## config.mk

```make
export PLATFORM = sky130hd
export DESIGN_NAME = multiplier8_seq
export DESIGN_NICKNAME = d
export VERILOG_FILES = /design/src/rtl/multiplier8_seq.sv
export SDC_FILE = /design/constraint.sdc
export NUM_CORES = 1
export LEC_CHECK = 0
export BUFFER_PORTS_ARGS = -buffer_cell sky130_fd_sc_hd__buf_2
export CAP_MARGIN = 30
export CORE_MARGIN = 2
export CORE_UTILIZATION = 57
export CTS_CLUSTER_DIAMETER = 30
export CTS_CLUSTER_SIZE = 24
export DETAILED_ROUTE_END_ITERATION = 6
export PLACE_DENSITY = 0.85
export SYNTH_ARGS = -nofsm -noshare
export SYNTH_HDL_FRONTEND = slang
export SYNTH_SLANG_ARGS = --single-unit
```

## constraint.sdc

```tcl
create_clock -name clk -period 2.6 [get_ports clk]
set_input_delay 0.78 -clock clk [delete_from_list [all_inputs] [get_ports clk]]
set_output_delay 0.78 -clock clk [all_outputs]
set_load 0.02 [all_outputs]
```

## src/rtl/multiplier8_seq.sv

```systemverilog
// Sequential 8x8 unsigned shift-and-add multiplier: one partial product per clock, result as hi/lo bytes with a one-cycle write strobe.
// Optional build macro MULT_EARLY_EXIT_EN: leave RUN as soon as the remaining multiplier bits are all zero.
module multiplier8_seq (
  input  logic       clk,
  input  logic       reset,
  input  logic       start,
  input  logic [7:0] a,
  input  logic [7:0] b,
  output logic       busy,
  output logic       done,
  output logic       wrenable,
  output logic [7:0] prod_hi,
  output logic [7:0] prod_lo
);

  typedef enum logic [1:0] {
    IDLE = 2'd0,
    RUN  = 2'd1,
    DONE = 2'd2
  } state_t;

  state_t      state_q, state_d;
  logic [15:0] mcand_q, mcand_d;
  logic [15:0] acc_q, acc_d;
  logic [15:0] prod_q, prod_d;
  logic [7:0]  mplier_q, mplier_d;
  logic [2:0]  cnt_q, cnt_d;
  logic        busy_q, busy_d;
  logic        done_q, done_d;

  logic [15:0] acc_sum;
  logic [7:0]  mplier_shr;
  logic        last_iter;

  always_comb begin
    state_d    = state_q;
    mcand_d    = mcand_q;
    acc_d      = acc_q;
    prod_d     = prod_q;
    mplier_d   = mplier_q;
    cnt_d      = cnt_q;
    acc_sum    = acc_q + (mplier_q[0] ? mcand_q : 16'h0000);
    mplier_shr = mplier_q >> 1;
`ifdef MULT_EARLY_EXIT_EN
    last_iter  = (cnt_q == 3'd7) || (mplier_shr == 8'h00);
`else
    last_iter  = (cnt_q == 3'd7);
`endif

    case (state_q)
      IDLE: begin
        if (start) begin
          mcand_d  = {8'h00, a};
          mplier_d = b;
          acc_d    = 16'h0000;
          cnt_d    = 3'd0;
          state_d  = RUN;
        end
      end
      RUN: begin
        acc_d    = acc_sum;
        mcand_d  = mcand_q << 1;
        mplier_d = mplier_shr;
        cnt_d    = cnt_q + 3'd1;
        if (last_iter) begin
          prod_d  = acc_sum;
          state_d = DONE;
        end
      end
      DONE:    state_d = IDLE;
      default: state_d = IDLE;
    endcase

    // Status outputs are registered copies of the next state so no input reaches a port combinationally.
    busy_d = (state_d != IDLE);
    done_d = (state_d == DONE);
  end

  always_ff @(posedge clk) begin
    if (reset) begin
      state_q  <= IDLE;
      mcand_q  <= 16'h0000;
      acc_q    <= 16'h0000;
      prod_q   <= 16'h0000;
      mplier_q <= 8'h00;
      cnt_q    <= 3'd0;
      busy_q   <= 1'b0;
      done_q   <= 1'b0;
    end else begin
      state_q  <= state_d;
      mcand_q  <= mcand_d;
      acc_q    <= acc_d;
      prod_q   <= prod_d;
      mplier_q <= mplier_d;
      cnt_q    <= cnt_d;
      busy_q   <= busy_d;
      done_q   <= done_d;
    end
  end

  assign busy     = busy_q;
  assign done     = done_q;
  assign wrenable = done_q;
  assign prod_hi  = prod_q[15:8];
  assign prod_lo  = prod_q[7:0];

endmodule
```

# After elaboration in Yosys (flattened, before gate mapping)
# Index checks and enable logic that the tools add are counted.
totals:
  ff_bits: 63
  output_inout_bits: 19
op_classes:
  n_addsub: 2
  eq_ne: 4
  mux: 12
  reduce_logical: 5
ops:
  columns: ["operator", "count"]
  rows:
  - ["$pmux W16 S2", 2]
  - ["$mux W16", 3]
  - ["$add A16 B16 Y16", 1]
  - ["$pmux W8 S2", 1]
  - ["$mux W8", 1]
  - ["$pmux W3 S2", 1]
  - ["$mux W2", 2]
  - ["$pmux W2 S2", 1]
  - ["$reduce_and A2 Y1", 2]
  - ["$reduce_bool A2 Y1", 2]
  - ["$add A3 B1 Y3 const B", 1]
  - ["$eq A3 B3 Y1 const B", 1]
  - ["$mux W3", 1]
  - ["$eq A2 B1 Y1 const B", 1]
  - ["$eq A2 B2 Y1 const B", 1]
  - ["$logic_not A2 Y1", 1]
  - ["$ne A2 B2 Y1 const B", 1]

# Depth between registers and ports, before layout
# Gate-level depths: netlist of the first run.
logic_depth:
  word_depth: 4
  ltp_mapped: 10
  mapped_depth_nobuf: 9

# Worst setup path after synthesis of the first run
# Ideal clock, no wire load.
synth_timing:
  path_type: "flip-flop to flip-flop"
  from: "register mplier_q[0]"
  to: "register acc_q[14]"
  setup_time_ns: 0.117
  arrival_time_ns: 2.242
  t_required_ns: 2.483
  path_slack_ns: 0.241
  stages_incl_launch_ff: 11
  n_path_buf: 1
  synth_period_minus_slack_ns: 2.359
  cell_sequence: "dfxtp_1 -> clkbuf_1 -> and2_1 -> ha_1 -> fa_1 -> a21oi_1 -> o211ai_1 -> a21oi_1 -> o31ai_1 -> xor2_1 -> a22o_1"
synth_via:
  elab_chain_cells: 3
synth_lines:
  columns: ["item", "line_no", "text"]
  rows:
  - ["start: declaration", "26", "logic [7:0] mplier_q, mplier_d;"]
  - ["start signal: assignment", "94", "mplier_q <= mplier_d;"]
  - ["$mux W16", "42", "acc_sum = acc_q + (mplier_q[0] ? mcand_q : 16'h0000);"]
  - ["$add A16 B16 Y16", "42", null]
  - ["$pmux W16 S2", "50", "case (state_q)"]
  - ["end signal: assignment", "83", "acc_q <= 16'h0000;"]
  - ["end signal: assignment", "92", "acc_q <= acc_d;"]
  - ["end: declaration", "24", "logic [15:0] acc_q, acc_d;"]
# No other way between the ends.
# A chain may end at the register's enable or synchronous reset.

# Final worst setup path of the first run
# Ends and elaborated chain as after synthesis.

==> results of run 1 <==
-- through the flow --
step                      util, %  instance area (um2)  cells
after floorplan                 -                 3020    344
after global placement       63.4                 3240    435
after detailed placement     63.4                 3240    435
after CTS                    67.1                 3430    451
after global routing         67.1                 3430    451
final                        67.1                 3430    451
-- cell usage after synthesis, types with 8 or more instances --
master	n
sky130_fd_sc_hd__ha_1	17
sky130_fd_sc_hd__a211oi_1	18
sky130_fd_sc_hd__xnor2_1	10
sky130_fd_sc_hd__mux2i_1	12
sky130_fd_sc_hd__nor2_1	45
sky130_fd_sc_hd__a21oi_1	24
sky130_fd_sc_hd__buf_2	9
sky130_fd_sc_hd__clkbuf_1	9
sky130_fd_sc_hd__nand2_1	31
sky130_fd_sc_hd__inv_1	8
sky130_fd_sc_hd__o21ai_0	12
sky130_fd_sc_hd__a22o_1	12
sky130_fd_sc_hd__and2_1	17
sky130_fd_sc_hd__a22oi_1	15
sky130_fd_sc_hd__dfxtp_1	63
-- logic make-up (layout without fill, tap and decap cells) --
| kind of cell | after synthesis | count (layout) | share of synthesized area (%) |
|---|---|---|---|
| xor gates and xnor gates | 14 | 14 | 4.06 |
| adders and majority gates | 18 | 18 | 7.70 |
| buffers and inverters | 30 | 67 | 4.26 |
| and+or+nand+nor | 108 | 108 | 16.1 |
| DFF | 63 | 63 | 41.7 |
| muxes | 12 | 12 | 3.97 |
| AOI/OAI and AO/OA | 99 | 99 | 22.2 |
-- sequential cells by signal, summed over array words and instances, names as in the netlist --
register	count
acc_q	16
mcand_q	16
prod_q	16
mplier_q	8
cnt_q	3
state_q	2
busy	1
done	1
-- worst paths after layout --
path,startpoint,end,cells past startpoint
setup / recovery,mplier_q[0],acc_q[14],9
hold / removal,prod_q[7],prod_q[7],2
setup reg to reg,mplier_q[0],acc_q[14],9
hold reg to reg,prod_q[7],prod_q[7],2
-- cells in the final DEF (no fill, tap or decap), types with 15 or more instances in the layout --
cell type,count
sky130_fd_sc_hd__ha_1,17
sky130_fd_sc_hd__dfxtp_1,63
sky130_fd_sc_hd__a22oi_1,15
sky130_fd_sc_hd__nand2_1,31
sky130_fd_sc_hd__and2_1,17
sky130_fd_sc_hd__a211oi_1,18
sky130_fd_sc_hd__buf_2,37
sky130_fd_sc_hd__nor2_1,45
sky130_fd_sc_hd__a21oi_1,24
-- power by group through the flow --
stage               registers (W)  clock network [W]  logic [W]
floorplan                 0.00103                  0   0.000116
global placement          0.00103                  0   0.000150
detailed placement        0.00103                  0   0.000155
CTS                       0.00101           0.000832   0.000155
global route              0.00102           0.000875   0.000174
finish                    0.00101           0.000822   0.000155
-- worst max-delay path: stages, from the launching register on --
cell                       delay [ns]
sky130_fd_sc_hd__dfxtp_1         0.33
sky130_fd_sc_hd__and2_1          0.16
sky130_fd_sc_hd__ha_1            0.22
sky130_fd_sc_hd__fa_1            0.41
sky130_fd_sc_hd__a21oi_1         0.25
sky130_fd_sc_hd__o211ai_1        0.14
sky130_fd_sc_hd__a21oi_1         0.33
sky130_fd_sc_hd__o31ai_1         0.12
sky130_fd_sc_hd__xor2_1          0.16
sky130_fd_sc_hd__a22o_1          0.21
-- routing by layer --
layer,GRT usage (%),part of all wire [%],up-vias
met5,0,0,-
met4,10.5,2.0,0
met3,5.65,5.5,12
met2,34.8,46,66
met1,28.7,47,1159
li1,-,-,1281
-- final cells by class --
type	instances	area share, %
clock inverter	4	1.31
timing repair buffer	42	6.50
tap	70	2.55
clock buffer	12	4.23
inverter	9	0.985
sequential	63	36.8
multi-input combinational	251	47.6
==> flow_results.xml, run 1 <==
<?xml version="1.0" encoding="UTF-8"?>
<metrics>
  <group name="synth">
    <metric name="postSynth.topFlopCell" unit="">sky130_fd_sc_hd__dfxtp_1</metric>
    <metric name="edff_count_synth" unit="">0</metric>
    <metric name="yosysWarningCount" unit="">0</metric>
    <metric name="synth.avg_cell_area" unit="um2">8.79</metric>
    <metric name="ys_seq_area_share" unit="%">41.7</metric>
    <metric name="synth_area_leaders" unit="">sky130_fd_sc_hd__dfxtp_1 42%, sky130_fd_sc_hd__ha_1 7.0%, sky130_fd_sc_hd__nor2_1 5.6%, sky130_fd_sc_hd__a211oi_1 4.5%, sky130_fd_sc_hd__a21oi_1 4.0%</metric>
    <metric name="postSynth.asyncResetShare" unit="%">0</metric>
    <metric name="netlist.top_cell.by_area" unit="">sky130_fd_sc_hd__dfxtp_1</metric>
    <metric name="area_share_of_the_largest_cell_type_after_synthesis" unit="%">41.7</metric>
    <metric name="ys_types" unit="">40</metric>
    <metric name="post_syn_instances" unit="">344</metric>
    <metric name="mappedNetlistNets" unit="">381</metric>
    <metric name="mappedNetlistArea" unit="um2">3020</metric>
    <metric name="postSynthRegisterBits" unit="">63</metric>
  </group>
  <group name="timing">
    <metric name="hold_ws" unit="ns">0.448</metric>
    <metric name="max_freq" unit="MHz">408</metric>
    <metric name="fin_setup_tns" unit="ns">0</metric>
    <metric name="setup_viol" unit="">0</metric>
    <metric name="slew-limit-headroom" unit="%">50.4</metric>
    <metric name="max_slew.worst_pin.slew" unit="ns">0.741</metric>
    <metric name="finalWorstSetupSlack" unit="ns">0.151</metric>
    <metric name="clock_skew" unit="ns">0.0102</metric>
    <metric name="final_hold_viol_count" unit="">0</metric>
    <metric name="min_period" unit="ns">2.45</metric>
    <metric name="report.final.slew_viol_count" unit="">0</metric>
    <metric name="timing.final.crit_share" unit="%">94.2</metric>
    <metric name="unrepaired_setup_endpoints_after_global_routing" unit="">false</metric>
  </group>
  <group name="floorplanning">
    <metric name="rows" unit="">26</metric>
    <metric name="die_span_in_y" unit="um">76.8</metric>
    <metric name="boundaryPins" unit="">38</metric>
    <metric name="chipWidth" unit="um">76.8</metric>
    <metric name="core_region_area" unit="um2">5110</metric>
    <metric name="floorplan.initialDensity" unit="%">59.2</metric>
    <metric name="die-area" unit="um2">5900</metric>
  </group>
  <group name="detailed_routing">
    <metric name="post-route-drc-count" unit="">0</metric>
    <metric name="ant_nets" unit="">0</metric>
    <metric name="drc_violation_total_after_the_first_tritonroute_iteration" unit="">236</metric>
    <metric name="post_drt_via_cell_ratio" unit="">5.58</metric>
    <metric name="detail_route.wl_per_cell" unit="um">13.6</metric>
    <metric name="drt_wl_total" unit="mm">6.14</metric>
    <metric name="dr_total_vias" unit="">2518</metric>
    <metric name="first_pass_iters" unit="">4</metric>
  </group>
  <group name="power_and_ir_drop">
    <metric name="total_leakage_power" unit="nW">1.52</metric>
    <metric name="clockPowerShare" unit="%">41.3</metric>
    <metric name="power-per-cell-area" unit="nW/um2">580</metric>
    <metric name="p_sw_share" unit="%">23.5</metric>
    <metric name="post-layout-total-power" unit="W">0.00199</metric>
    <metric name="total_switching_power" unit="W">0.000468</metric>
    <metric name="internal_power_consumption" unit="W">0.00152</metric>
    <metric name="ir_drop" unit="V">0.000390</metric>
    <metric name="pwr-share-seq" unit="%">50.9</metric>
    <metric name="combinationalPowerShare" unit="%">7.8</metric>
  </group>
  <group name="final_layout">
    <metric name="multiInputGateArea" unit="um2">1630</metric>
    <metric name="antenna_cells_inserted" unit="">0</metric>
    <metric name="drive_above_1_share" unit="%">15.7</metric>
    <metric name="nNetsFinal" unit="">413</metric>
    <metric name="layout.filler_cells" unit="">416</metric>
    <metric name="syn_to_final_growth" unit="%">13.4</metric>
    <metric name="sequential_cell_area" unit="um2">1260</metric>
  </group>
  <group name="clock_network">
    <metric name="cts_tree" unit="">yes</metric>
    <metric name="cts_buffers" unit="">9</metric>
    <metric name="clk_root_buffer_cell" unit="">sky130_fd_sc_hd__clkbuf_8</metric>
    <metric name="path_clk_slew" unit="ns">0.07</metric>
    <metric name="clock_sinks" unit="">63</metric>
    <metric name="cts.hold.buffers_added" unit="">0</metric>
    <metric name="htree_num_levels" unit="">3</metric>
    <metric name="cts.path.max_buffers" unit="">2</metric>
    <metric name="post_cts_resized" unit="">0</metric>
    <metric name="post_cts.repair.setup_buffers" unit="">0</metric>
    <metric name="clk-insertion-delay-late" unit="ns">0.34</metric>
  </group>
  <group name="global_routing">
    <metric name="first_global_vias" unit="">2341</metric>
    <metric name="grt_start_max_net_pins" unit="">29</metric>
    <metric name="grt_usage" unit="%">22.3</metric>
    <metric name="grt_first_pass_wirelength" unit="mm">10.5</metric>
    <metric name="antenna_found_initial" unit="">0</metric>
    <metric name="grt_remaining_overflow" unit="">0</metric>
  </group>
  <group name="placed_design">
    <metric name="post-place-ws" unit="ns">0.195</metric>
    <metric name="dp_hpwl" unit="mm">4.48</metric>
    <metric name="gp_routability_congestion" unit="">1.00</metric>
    <metric name="count_of_buffers_from_port_buffering" unit="">37</metric>
  </group>
  <group name="critical_path">
    <metric name="critical_path.startpoint_type" unit="">flip-flop</metric>
    <metric name="cp-end-kind" unit="">flip-flop</metric>
    <metric name="worstPathRequired" unit="ns">2.83</metric>
    <metric name="rrSetupSlack" unit="ns">0.15</metric>
    <metric name="setup.worst_path.class" unit="">reg -&gt; reg</metric>
    <metric name="worstPathMaxFanout" unit="">5</metric>
    <metric name="arrival" unit="ns">2.68</metric>
  </group>
  <group name="flow_run">
    <metric name="drv_cap" unit="">0</metric>
  </group>
  <group name="status">
    <metric name="status" unit="">finished, final reports clean</metric>
  </group>
  <group name="min_path">
    <metric name="worst_hold_path_type" unit="">reg -&gt; reg</metric>
  </group>
</metrics>
Power figures use the tool's default switching activity.
==> run 2: changes to the inputs <==
PLACE_DENSITY = 0.84   (was 0.85)
==> flow_results.xml, run 2 (synthesis results as in run 1) <==
<?xml version="1.0" encoding="UTF-8"?>
<metrics>
  <group name="global_routing">
    <metric name="grt_remaining_overflow" unit="">0</metric>
    <metric name="first_global_vias" unit="">2344</metric>
    <metric name="grt_start_max_net_pins" unit="">32</metric>
    <metric name="grt_first_pass_wirelength" unit="mm">10.5</metric>
    <metric name="antenna_found_initial" unit="">0</metric>
    <metric name="grt_usage" unit="%">22.2</metric>
  </group>
  <group name="power_and_ir_drop">
    <metric name="pwr-share-seq" unit="%">54.5</metric>
    <metric name="ir_drop" unit="V">0.000345</metric>
    <metric name="power-per-cell-area" unit="nW/um2">549</metric>
    <metric name="total_switching_power" unit="W">0.000450</metric>
    <metric name="combinationalPowerShare" unit="%">8.4</metric>
    <metric name="clockPowerShare" unit="%">37.2</metric>
    <metric name="internal_power_consumption" unit="W">0.00141</metric>
    <metric name="p_sw_share" unit="%">24.2</metric>
    <metric name="total_leakage_power" unit="nW">1.51</metric>
  </group>
  <group name="clock_network">
    <metric name="post_cts_resized" unit="">0</metric>
    <metric name="clk-insertion-delay-late" unit="ns">0.34</metric>
    <metric name="cts_tree" unit="">yes</metric>
    <metric name="post_cts.repair.setup_buffers" unit="">0</metric>
    <metric name="clk_root_buffer_cell" unit="">sky130_fd_sc_hd__clkbuf_8</metric>
    <metric name="clock_sinks" unit="">63</metric>
    <metric name="cts.path.max_buffers" unit="">2</metric>
    <metric name="cts.hold.buffers_added" unit="">0</metric>
    <metric name="path_clk_slew" unit="ns">0.06</metric>
    <metric name="htree_num_levels" unit="">3</metric>
    <metric name="cts_buffers" unit="">9</metric>
  </group>
  <group name="critical_path">
    <metric name="worstReg2RegStart" unit="">mplier_q[0]</metric>
    <metric name="cp_cell_sequence" unit="">and2_1 &gt; ha_1 &gt; fa_1 &gt; a21oi_1 &gt; o211ai_1 &gt; a21oi_1 &gt; o31ai_1 &gt; xor2_1 &gt; a22o_1</metric>
    <metric name="worstPathMaxFanout" unit="">5</metric>
    <metric name="critical_path.startpoint_type" unit="">flip-flop</metric>
    <metric name="worstSetupStartpoint" unit="">mplier_q[0]</metric>
    <metric name="critical-path-slowest-cell" unit="">sky130_fd_sc_hd__fa_1</metric>
    <metric name="cpMostUsedCell" unit="">sky130_fd_sc_hd__a21oi_1</metric>
    <metric name="critical_path_max_stage_delay" unit="ns">0.41</metric>
    <metric name="cp-end-kind" unit="">flip-flop</metric>
    <metric name="worstPathRequired" unit="ns">2.83</metric>
    <metric name="arrival" unit="ns">2.72</metric>
    <metric name="setup.worst_path.class" unit="">reg -&gt; reg</metric>
  </group>
  <group name="final_layout">
    <metric name="syn_to_final_growth" unit="%">12.1</metric>
    <metric name="final_cell_mix" unit="">63 x sky130_fd_sc_hd__dfxtp_1, 45 x sky130_fd_sc_hd__nor2_1, 37 x sky130_fd_sc_hd__buf_2</metric>
    <metric name="layout.filler_cells" unit="">427</metric>
    <metric name="final_common_cell" unit="">sky130_fd_sc_hd__dfxtp_1</metric>
    <metric name="drive_above_1_share" unit="%">15.3</metric>
    <metric name="final_instance_count_without_filler_cells" unit="">448</metric>
    <metric name="nNetsFinal" unit="">413</metric>
    <metric name="finish.instance_area" unit="um2">3390</metric>
    <metric name="multiInputGateArea" unit="um2">1630</metric>
    <metric name="antenna_cells_inserted" unit="">0</metric>
    <metric name="reg_top3" unit="">acc_q: 16 flops, mcand_q: 16 flops, prod_q: 16 flops</metric>
    <metric name="sequential_cell_area" unit="um2">1260</metric>
  </group>
  <group name="floorplanning">
    <metric name="boundaryPins" unit="">38</metric>
    <metric name="rows" unit="">26</metric>
    <metric name="die-area" unit="um2">5900</metric>
    <metric name="die_span_in_y" unit="um">76.8</metric>
    <metric name="chipWidth" unit="um">76.8</metric>
    <metric name="core_region_area" unit="um2">5110</metric>
    <metric name="floorplan.initialDensity" unit="%">59.2</metric>
  </group>
  <group name="placed_design">
    <metric name="post-place-ws" unit="ns">0.146</metric>
    <metric name="count_of_buffers_from_port_buffering" unit="">37</metric>
    <metric name="placement.cell_area" unit="um2">3240</metric>
    <metric name="gp_routability_congestion" unit="">1.01</metric>
    <metric name="dp_hpwl" unit="mm">4.49</metric>
    <metric name="post-place-cells" unit="">435</metric>
  </group>
  <group name="timing">
    <metric name="timing.final.crit_share" unit="%">95.7</metric>
    <metric name="report.final.slew_viol_count" unit="">0</metric>
    <metric name="setup_viol" unit="">0</metric>
    <metric name="slew-limit-headroom" unit="%">49.8</metric>
    <metric name="clock_skew" unit="ns">0.0128</metric>
    <metric name="max_freq" unit="MHz">402</metric>
    <metric name="final_hold_viol_count" unit="">0</metric>
    <metric name="finalWorstSetupSlack" unit="ns">0.112</metric>
    <metric name="unrepaired_setup_endpoints_after_global_routing" unit="">false</metric>
    <metric name="min_period" unit="ns">2.49</metric>
    <metric name="hold_ws" unit="ns">0.450</metric>
    <metric name="max_slew.worst_pin.slew" unit="ns">0.750</metric>
    <metric name="fin_setup_tns" unit="ns">0</metric>
  </group>
  <group name="detailed_routing">
    <metric name="post_drt_via_cell_ratio" unit="">5.67</metric>
    <metric name="detail_route.wl_per_cell" unit="um">13.8</metric>
    <metric name="drc_violation_total_after_the_first_tritonroute_iteration" unit="">235</metric>
    <metric name="post-route-drc-count" unit="">0</metric>
    <metric name="first_pass_iters" unit="">4</metric>
    <metric name="ant_nets" unit="">0</metric>
    <metric name="drt_wl_total" unit="mm">6.17</metric>
    <metric name="dr_total_vias" unit="">2542</metric>
  </group>
  <group name="min_path">
    <metric name="worst_hold_path_type" unit="">reg -&gt; reg</metric>
    <metric name="timing.hold.worst.start" unit="">prod_q[11]</metric>
  </group>
  <group name="status">
    <metric name="status" unit="">finished, final reports clean</metric>
  </group>
  <group name="flow_run">
    <metric name="drv_cap" unit="">0</metric>
  </group>
</metrics>
## run 2: cell types whose count changed in the layout (fill, tap and decap cells not counted)
cell and change:
sky130_fd_sc_hd__bufinv_16 -1, sky130_fd_sc_hd__clkinv_2 -1, sky130_fd_sc_hd__clkbuf_1 -1
## run 2: worst max-delay path: cells and delay by family, from the launching register on
kind            cells  cell delay, ns
compound gates      5            1.07
fa+ha+maj           2            0.63
flops               1            0.33
simple gates        1            0.17
xor+xnor            1            0.17
## run 2: per-stage QoR
stage,power (W),utilization (%)
floorplan,0.00114,-
global placement,0.00118,63.4
detailed placement,0.00119,63.4
CTS,0.00188,66.4
global route,0.00194,66.4
finish,0.00186,66.4
## run 2: power groups by stage
stage                     combinational, W  clock [W]  sequential (W)
after floorplan                   0.000116          0         0.00103
after global placement            0.000151          0         0.00103
after detailed placement          0.000155          0         0.00103
after CTS                         0.000155   0.000707         0.00101
after global routing              0.000175   0.000746         0.00102
final                             0.000155   0.000691         0.00101
## run 2: final timing paths
| kind | end | slack [ns] | cells after the start |
|---|---|---|---|
| worst max-delay path | acc_q[14] | 0.11 | 9 |
| worst min register to register | prod_q[11] | 0.45 | 2 |
| worst max register to register | acc_q[14] | 0.11 | 9 |
| worst min-delay path | prod_q[11] | 0.45 | 2 |
## run 2: cell type report
cell class	count	share of cell area [%]
multi-input combinational	251	48.2
sequential	63	37.2
timing repair buffer	42	6.57
clock buffer	11	4.17
tap	70	2.58
inverter	9	0.997
clock inverter	2	0.295
## run 2: routing by layer
layer / up-vias / track usage [%] / routed length (um)
li1: 1278 / - / -
met1: 1154 / 29.0 / 2850
met2: 96 / 34.6 / 2760
met3: 14 / 4.94 / 433
met4: 0 / 11.3 / 125
met5: - / 0 / 0
==> run 3: changes to the inputs <==
BUFFER_PORTS_ARGS = unset   (was -buffer_cell sky130_fd_sc_hd__buf_2)
CORE_ASPECT_RATIO = 2   (was unset)
CORE_UTILIZATION = 60   (was 57)
DONT_BUFFER_PORTS = 1   (was unset)
PLACE_DENSITY = 0.81   (was 0.84)
==> flow_results.xml, run 3 (synthesis results as in run 1) <==
<?xml version="1.0" encoding="UTF-8"?>
<metrics>
  <group name="final_layout">
    <metric name="syn_to_final_growth" unit="%">7.12</metric>
    <metric name="drive_above_1_share" unit="%">6.71</metric>
    <metric name="reg_top3" unit="">acc_q: 16 flops, mcand_q: 16 flops, prod_q: 16 flops</metric>
    <metric name="antenna_cells_inserted" unit="">0</metric>
    <metric name="final_common_cell" unit="">sky130_fd_sc_hd__dfxtp_1</metric>
    <metric name="finished_core_util" unit="%">66.6</metric>
    <metric name="layout.filler_cells" unit="">395</metric>
    <metric name="final_cell_mix" unit="">63 x sky130_fd_sc_hd__dfxtp_1, 45 x sky130_fd_sc_hd__nor2_1, 31 x sky130_fd_sc_hd__nand2_1</metric>
    <metric name="nNetsFinal" unit="">375</metric>
  </group>
  <group name="critical_path">
    <metric name="arrival" unit="ns">2.72</metric>
    <metric name="cp-end-kind" unit="">flip-flop</metric>
    <metric name="worstPathMaxFanout" unit="">8</metric>
    <metric name="worstPathRequired" unit="ns">2.84</metric>
    <metric name="critical_path.startpoint_type" unit="">flip-flop</metric>
    <metric name="setup.worst_path.class" unit="">reg -&gt; reg</metric>
  </group>
  <group name="timing">
    <metric name="fin_setup_tns" unit="ns">0</metric>
    <metric name="min_period" unit="ns">2.48</metric>
    <metric name="clock_skew" unit="ns">0.00709</metric>
    <metric name="unrepaired_setup_endpoints_after_global_routing" unit="">false</metric>
    <metric name="slew-limit-headroom" unit="%">49.4</metric>
    <metric name="max_slew.worst_pin.slew" unit="ns">0.756</metric>
    <metric name="setup_viol" unit="">0</metric>
    <metric name="max_freq" unit="MHz">403</metric>
    <metric name="final_hold_viol_count" unit="">0</metric>
    <metric name="report.final.slew_viol_count" unit="">0</metric>
    <metric name="timing.final.crit_share" unit="%">95.5</metric>
  </group>
  <group name="global_routing">
    <metric name="grt_start_max_net_pins" unit="">46</metric>
    <metric name="first_global_vias" unit="">2311</metric>
    <metric name="grt_first_pass_wirelength" unit="mm">10.5</metric>
    <metric name="antenna_found_initial" unit="">0</metric>
    <metric name="grt_usage" unit="%">25.6</metric>
    <metric name="grt_remaining_overflow" unit="">0</metric>
  </group>
  <group name="clock_network">
    <metric name="clk-insertion-delay-late" unit="ns">0.35</metric>
    <metric name="cts.path.max_buffers" unit="">2</metric>
    <metric name="clk_root_buffer_cell" unit="">sky130_fd_sc_hd__clkbuf_8</metric>
    <metric name="post_cts_resized" unit="">0</metric>
    <metric name="htree_num_levels" unit="">3</metric>
    <metric name="path_clk_slew" unit="ns">0.06</metric>
    <metric name="post_cts.repair.setup_buffers" unit="">0</metric>
    <metric name="cts_buffers" unit="">9</metric>
    <metric name="cts.hold.buffers_added" unit="">0</metric>
    <metric name="clock_sinks" unit="">63</metric>
    <metric name="cts_tree" unit="">yes</metric>
  </group>
  <group name="detailed_routing">
    <metric name="dr_total_vias" unit="">2467</metric>
    <metric name="ant_nets" unit="">0</metric>
    <metric name="post-route-drc-count" unit="">0</metric>
    <metric name="first_pass_iters" unit="">4</metric>
    <metric name="met3WireLength" unit="um">285</metric>
    <metric name="met2RoutedLength" unit="mm">3.46</metric>
    <metric name="detail_route.wl_per_cell" unit="um">16.4</metric>
    <metric name="routed.top_layer" unit="">met4</metric>
    <metric name="met1Wirelength" unit="mm">2.36</metric>
    <metric name="drc_violation_total_after_the_first_tritonroute_iteration" unit="">82</metric>
    <metric name="post_drt_via_cell_ratio" unit="">6.17</metric>
    <metric name="drt_wl_total" unit="mm">6.56</metric>
  </group>
  <group name="floorplanning">
    <metric name="floorplan.initialDensity" unit="%">62.1</metric>
    <metric name="die_span_in_y" unit="um">104</metric>
    <metric name="boundaryPins" unit="">38</metric>
    <metric name="core_region_area" unit="um2">4860</metric>
    <metric name="chipWidth" unit="um">54.2</metric>
    <metric name="rows" unit="">36</metric>
    <metric name="die-area" unit="um2">5660</metric>
  </group>
  <group name="placed_design">
    <metric name="dp_hpwl" unit="mm">4.91</metric>
    <metric name="count_of_buffers_from_port_buffering" unit="">0</metric>
    <metric name="gp_routability_congestion" unit="">0.967</metric>
  </group>
  <group name="status">
    <metric name="status" unit="">finished, final reports clean</metric>
  </group>
  <group name="power_and_ir_drop">
    <metric name="ir_drop" unit="V">0.000558</metric>
    <metric name="power-per-cell-area" unit="nW/um2">626</metric>
    <metric name="total_leakage_power" unit="nW">1.35</metric>
  </group>
  <group name="min_path">
    <metric name="worst_hold_path_type" unit="">reg -&gt; reg</metric>
  </group>
  <group name="flow_run">
    <metric name="drv_cap" unit="">0</metric>
  </group>
</metrics>
[run 3: cell types whose count changed in the layout (fill, tap and decap cells not counted), sizes merged]
cell    previous run  this run
buf               42         4
clkbuf            11        13
bufinv             0         1
[run 3: area by class of cell]
class	instances	area [um2]	area share, %
well taps	57	71.3	2.20
clock buffers	13	169	5.22
repair buffers	4	30.0	0.927
multi-input cells	251	1630	50.4
clock inverters	3	40.0	1.24
inverters	9	33.8	1.04
flip-flops and latches	63	1260	38.9
[run 3: metal layers]
| layer | vias up | global-route usage [%] |
|---|---|---|
| li1 | 1199 | - |
| met4 | 0 | 22.1 |
| met3 | 34 | 7.33 |
| met1 | 1155 | 26.2 |
| met5 | - | 0 |
| met2 | 79 | 39.6 |
[run 3: path summary, 6_finish.rpt]
path	cells after the start	start	end	slack, ns
worst max register to register	9	mplier_q[0]	acc_q[14]	0.12
worst min register to register	2	acc_q[4]	acc_q[4]	0.46
worst min-delay path	2	acc_q[4]	acc_q[4]	0.46
worst max-delay path	9	mplier_q[0]	acc_q[14]	0.12
[run 3: through the flow]
step	hold slack, ns	instances	cell area [um2]	total power [W]	setup slack, ns
6_report	0.464	400	3240	0.00203	0.118
5_1_grt	0.485	400	3240	0.00210	0.00893
4_1_cts	0.459	400	3240	0.00204	0.133
3_5_place_dp	0.446	384	3030	0.00117	0.199
3_3_place_gp	0.444	384	3030	0.00116	0.290
2_1_floorplan	0.432	344	3020	0.00114	0.241
[run 3: worst max-delay path: stages, from the launching register on]
cell and delay (ns):
sky130_fd_sc_hd__dfxtp_1 0.35, sky130_fd_sc_hd__and2_1 0.17, sky130_fd_sc_hd__ha_1 0.22, sky130_fd_sc_hd__fa_1 0.41
sky130_fd_sc_hd__a21oi_1 0.24, sky130_fd_sc_hd__o211ai_1 0.14, sky130_fd_sc_hd__a21oi_1 0.31, sky130_fd_sc_hd__o31ai_1 0.13
sky130_fd_sc_hd__xor2_1 0.17, sky130_fd_sc_hd__a22o_1 0.22
[run 3: power by group]
group	internal (W)	switching [W]
Sequential	0.000993	0.0000227
Combinational	0.0000533	0.0000770
Clock	0.000518	0.000363
